$ cat src/rtl/fetch_arm.sv
// ARM-state instruction fetch unit: AHB-Lite read master feeding a DEPTH-entry
// prefetch queue whose head word is presented to the decoder.
module fetch_arm #(
  parameter int unsigned DEPTH        = 4,
  parameter logic [31:0] RESET_VECTOR = 32'h0000_0000
) (
  input  logic        clk,
  input  logic        rst,
  output logic [31:0] HADDR,
  output logic [1:0]  HTRANS,
  output logic [2:0]  HSIZE,
  output logic        HWRITE,
  input  logic [31:0] HRDATA,
  input  logic        HREADY,
  input  logic        HRESP,
  output logic [31:0] code,
  output logic [31:0] code_pc,
  output logic        code_valid,
  output logic        code_abort,
  input  logic        code_ready,
  input  logic        branch,
  input  logic [31:0] branch_addr
);

  localparam int unsigned AW = (DEPTH > 1) ? $clog2(DEPTH) : 1;
  localparam int unsigned CW = AW + 1;

  typedef enum logic [1:0] {
    TR_IDLE   = 2'b00,
    TR_NONSEQ = 2'b10,
    TR_SEQ    = 2'b11
  } trans_t;

  // Bus-side state
  trans_t      trans_q, trans_n;
  logic [31:0] fetch_pc, fetch_pc_n;
  logic        addr_disc, addr_disc_n;
  logic        redir_valid, redir_valid_n;
  logic [31:0] redir_addr, redir_addr_n;
  logic        pend, pend_n;
  logic        pend_disc, pend_disc_n;
  logic [31:0] pend_tag, pend_tag_n;
  logic        halted, halted_n;

  // Queue state
  logic [31:0]   q_data  [DEPTH];
  logic [31:0]   q_pc    [DEPTH];
  logic          q_abort [DEPTH];
  logic [AW-1:0] rd_ptr, wr_ptr;
  logic [CW-1:0] count, count_n;

  logic [31:0] target, base_pc;
  logic        active, acc, push, pop, credit;
  logic        unused_addr_bits;

  assign unused_addr_bits = ^branch_addr[1:0];

  // Next-state: credit accounting, discard tracking and next address phase
  always_comb begin
    target        = {branch_addr[31:2], 2'b00};
    active        = (trans_q != TR_IDLE);
    acc           = active & HREADY;
    push          = pend & HREADY & ~pend_disc & ~branch;
    pop           = (count != '0) & code_ready & ~branch;
    count_n       = branch ? '0 : (count + CW'(push) - CW'(pop));
    pend_n        = pend;
    pend_disc_n   = pend_disc | branch;
    pend_tag_n    = pend_tag;
    trans_n       = trans_q;
    fetch_pc_n    = fetch_pc;
    addr_disc_n   = addr_disc;
    redir_valid_n = redir_valid;
    redir_addr_n  = redir_addr;
    base_pc       = fetch_pc;
    credit        = 1'b0;

    if (acc) begin
      pend_n      = 1'b1;
      pend_tag_n  = fetch_pc;
      pend_disc_n = addr_disc | branch;
    end else if (pend & HREADY) begin
      pend_n      = 1'b0;
      pend_disc_n = 1'b0;
    end

    halted_n = branch ? 1'b0 : (halted | (push & HRESP));

    credit = (({1'b0, count_n} + (CW+1)'(pend_n & ~pend_disc_n) + (CW+1)'(1))
              <= (CW+1)'(DEPTH));

    if (active & ~HREADY) begin
      // A stalled address phase cannot be withdrawn: keep it on the bus and
      // remember any redirect until it is accepted, then drop its data.
      if (branch) begin
        addr_disc_n   = 1'b1;
        redir_valid_n = 1'b1;
        redir_addr_n  = target;
      end
    end else begin
      if (branch)                   base_pc = target;
      else if (acc && redir_valid)  base_pc = redir_addr;
      else if (acc)                 base_pc = fetch_pc + 32'd4;
      fetch_pc_n    = base_pc;
      addr_disc_n   = 1'b0;
      redir_valid_n = 1'b0;
      if (!halted_n && credit)
        trans_n = (acc && !branch && !redir_valid) ? TR_SEQ : TR_NONSEQ;
      else
        trans_n = TR_IDLE;
    end
  end

  // Bus-side state register
  always_ff @(posedge clk) begin
    if (rst) begin
      trans_q     <= TR_IDLE;
      fetch_pc    <= RESET_VECTOR;
      addr_disc   <= 1'b0;
      redir_valid <= 1'b0;
      redir_addr  <= '0;
      pend        <= 1'b0;
      pend_disc   <= 1'b0;
      pend_tag    <= '0;
      halted      <= 1'b0;
      count       <= '0;
    end else begin
      trans_q     <= trans_n;
      fetch_pc    <= fetch_pc_n;
      addr_disc   <= addr_disc_n;
      redir_valid <= redir_valid_n;
      redir_addr  <= redir_addr_n;
      pend        <= pend_n;
      pend_disc   <= pend_disc_n;
      pend_tag    <= pend_tag_n;
      halted      <= halted_n;
      count       <= count_n;
    end
  end

  // Prefetch queue storage and pointers; a branch empties it
  always_ff @(posedge clk) begin
    if (rst) begin
      rd_ptr <= '0;
      wr_ptr <= '0;
      for (int unsigned i = 0; i < DEPTH; i++) begin
        q_data[i]  <= '0;
        q_pc[i]    <= '0;
        q_abort[i] <= 1'b0;
      end
    end else if (branch) begin
      rd_ptr <= '0;
      wr_ptr <= '0;
    end else begin
      if (push) begin
        q_data[wr_ptr]  <= HRESP ? '0 : HRDATA;
        q_pc[wr_ptr]    <= pend_tag;
        q_abort[wr_ptr] <= HRESP;
        wr_ptr          <= wr_ptr + AW'(1);
      end
      if (pop)
        rd_ptr <= rd_ptr + AW'(1);
    end
  end

  assign HADDR      = fetch_pc;
  assign HTRANS     = trans_q;
  assign HSIZE      = 3'b010;
  assign HWRITE     = 1'b0;
  assign code       = q_data[rd_ptr];
  assign code_pc    = q_pc[rd_ptr];
  assign code_abort = q_abort[rd_ptr];
  assign code_valid = (count != '0);

endmodule

$ cat config.mk
export PLATFORM = sky130hd
export DESIGN_NAME = fetch_arm
export DESIGN_NICKNAME = d
export VERILOG_FILES = /design/src/rtl/fetch_arm.sv
export SDC_FILE = /design/constraint.sdc
export NUM_CORES = 1
export LEC_CHECK = 0
export BUFFER_PORTS_ARGS = -buffer_cell sky130_fd_sc_hd__buf_2
export CORE_MARGIN = 2
export CORE_UTILIZATION = 39
export CTS_CLUSTER_SIZE = 40
export DETAILED_ROUTE_END_ITERATION = 7
export PLACE_DENSITY = 0.6
export SLEW_MARGIN = 20
export SYNTH_ARGS = -nofsm -noshare
export SYNTH_HDL_FRONTEND = slang
export SYNTH_SLANG_ARGS = --single-unit
$ cat constraint.sdc
create_clock -name clk -period 7.75 [get_ports clk]
set_clock_uncertainty 0.2 [all_clocks]
set_input_delay 0.3875 -clock clk [delete_from_list [all_inputs] [get_ports clk]]
set_output_delay 0.3875 -clock clk [all_outputs]
set_load 0.005 [all_outputs]
==> metrics.yaml <==
status: "finished, final reports clean"
cts_made_buffers: 38
finalMaxSlewViolations: 0
htree_levels: 2
vias: 10808
track_usage_pct: 18.8
swShare_pct: 22.5
syn_avg_cell_area_sq_um: 12.2
end_kind: "output pin"
antenna_found_initial: 1
cellInternalPower_mw: 3.31
timing_worst_slew_pin_value_ps: 943
power.density_nw_per_um2: 224
die_y_um: 206
rows: 73
num-fill-cells: 3674
fmax_mhz: 296
clock-sinks: 361
ir_drop_mv: 0.125
syn_inst: 1309
critical_path.max_fanout: 42
synth-edff-count: 256
cts_tree: "built"
ys_seq_area_share_pct: 61.5
via_per_inst: 5.24
start_util_pct: 39.8
area_growth_pct: 19.9
fp.dieW_um: 206
p_comb_share_pct: 6.6
final.min_clock_period_ps: 3380
grt_pass1_vias: 10776
synth_top_flop_cell: "edfxtp_1"
core_area_sq_um: 40000
nNetsFinal: 1583
drtIter0Drc: 814
rsz0062_at_grt: "false"
post-route-period-util_pct: 43.6
ctsLongestPathBuffers: 3
cts-root-buf: "clkbuf_16"
p_leak_nw: 7.33
post_drt_wl_per_cell_um: 19.1
grt_max_degree: 65
dpl.hpwl_mm: 23.3
worstSetupPathType: "flip-flop to output pin"
drtPass1Iterations: 5
grt_pass1_wl_mm: 61.3
setup_ws_ps: 4370
rr_startpoint: "wr_ptr[1]"
cap_violations: 0
place_worst_setup_slack_ps: 4270
clock_power_share_pct: 42.2
ios: 174
tns_ps: 0
setup_viol: 0
yosysUniqueCellTypes: 68
synth_seq_cells: 361
drc: 0
hold_violations: 0
path_clk_slew_ps: 60
hp-class: "input port to flip-flop"
synth_area_sq_um: 15900
post_cts_buffers: 0
crit_required_ps: 7160
post_cts_resized: 0
pwr-share-seq_pct: 51.2
gp_congestion: 0.812
ys.warnings.count: 0
holdCritStartpoint: "HRESP"
grt.overflow.total: 0
clock_latency_ps: 520
p_sw_uw: 961
worstPathArrival_ps: 2790
dieArea_sq_um: 42400
hold_buffers: 62
drt-total-wl_mm: 39.4
port_buffers: 165
instances_no_fill: 2063
synth_top_area_cell: "edfxtp_1"
yosys-top-cells-area: "edfxtp_1 (48%), dfxtp_1 (13%), mux4_2 (9.1%)"
synth_top_area_share_pct: 48.3
ant_nets: 0
slew_headroom_pct: 37.1
cp-start-kind: "flip-flop"
drive_above_1_share_pct: 22.1
dp.cells: 1930
postSynth.asyncResetShare_pct: 0
[worst max-delay path: stages, from the launching register on]
cell and delay, ps:
dfxtp_4 660, buf_4 760, mux4_2 600, buf_2 170
[final cells by class]
type,count,area (sq um),share of cell area [%]
well taps,525,657,3.44
repair buffers,251,1620,8.51
flip-flops and latches,361,9790,51.3
clock buffers,47,1010,5.27
inverters,44,165,0.865
clock inverters,22,210,1.10
diodes,1,2.50,0.0131
multi-input cells,812,5630,29.5
[power groups by stage]
| stage | clock network (mW) | logic, mW | registers [mW] |
|---|---|---|---|
| finish | 1.80 | 0.281 | 2.19 |
| global route | 1.92 | 0.310 | 2.20 |
| CTS | 1.84 | 0.284 | 2.19 |
| detailed placement | 0 | 0.258 | 2.23 |
| global placement | 0 | 0.254 | 2.23 |
| floorplan | 0 | 0.154 | 2.21 |
[metrics by stage]
step / util, % / hold WS (ps) / power [mW] / area, sq um
global placement: 43.1 / 238 / 2.48 / 17200
detailed placement: 43.1 / 247 / 2.49 / 17200
CTS: 47.7 / 20.3 / 4.32 / 19100
finish: 47.7 / 39.1 / 4.27 / 19100
floorplan: - / 231 / 2.37 / 15900
global route: 47.7 / 52.9 / 4.42 / 19100
[cells by family after synthesis]
| family | after synthesis | synth area share [%] |
|---|---|---|
| AND/OR/NAND/NOR | 526 | 16.6 |
| flip-flops | 361 | 61.5 |
| AO/OA/AOI/OAI | 187 | 7.31 |
| buffers and inverters | 144 | 3.79 |
| multiplexers | 65 | 9.12 |
| XOR/XNOR | 19 | 1.14 |
| adder cells (fa/ha/maj) | 5 | 0.440 |
| other | 2 | 0.0472 |
[cells in the final DEF, fill, tap and decap left out, types with 8 or more instances in the layout]
master         Yosys  layout
a211oi_1          12      12
dfxtp_1          105     103
a21oi_1           89      89
xnor2_1            9       9
nor3_1            11      10
o21ai_0           20      18
nand2_1          177     176
mux4_2            64      64
buf_4              8      23
clkbuf_16          0      39
inv_1             43      43
and3_1            41      41
buf_2             26     165
conb_1             2      10
clkbuf_1          64       8
edfxtp_1         256     256
dlygate4sd3_1      0      62
and2_1           132     132
nor2_1           101     100
xor2_1             9       9
clkinv_2           0      11
nand3_1           20      20
[per-layer routing]
layer  global-route usage, %  vias to the layer above  part of all wire [%]
met2                    32.1                      338                    49
met4                    4.77                        0                   2.0
met3                    2.81                       56                   5.8
li1                        -                     5107                     -
met5                       0                        -                     0
met1                    25.1                     5307                    43
[cell usage after synthesis (3+ instances only)]
master,count
and3_1,41
o21a_1,3
o211ai_1,5
a311oi_1,3
xnor2_1,9
nor2_1,101
inv_1,43
or3_1,5
a221oi_1,6
clkbuf_1,64
nor4_1,6
o32ai_1,4
a211oi_1,12
ha_1,4
buf_2,26
buf_4,8
a31oi_1,7
nor3_1,11
nand4_2,4
nand4_1,5
nor3_2,3
o31ai_1,3
xor2_1,9
nand2b_1,5
a21oi_1,89
dfxtp_1,105
nand2_1,177
nand3_1,20
a221o_1,3
and4_1,3
o21ai_0,20
and2_1,132
and4_4,3
mux4_2,64
edfxtp_1,256
o22ai_1,7
o21ai_1,4
[registers in the layout, summed over array words and instances (netlist names), named ones only]
signal / flops
wr_ptr: 2
q_abort: 4
HTRANS: 2
pend_disc: 1
redir_valid: 1
rd_ptr: 2
count: 3
HADDR: 30
q_pc: 124
redir_addr: 30
halted: 1
pend: 1
q_data: 128
pend_tag: 30
[path summary, 6_finish.rpt]
path,to,slack [ps],cells past startpoint
worst max-delay path,code_abort,4370,3
worst min-delay path,halted,40,3
worst max register to register,q_pc[2][2],4400,3
worst min register to register,redir_addr[26],250,2
(Power assumes the default switching activity.)
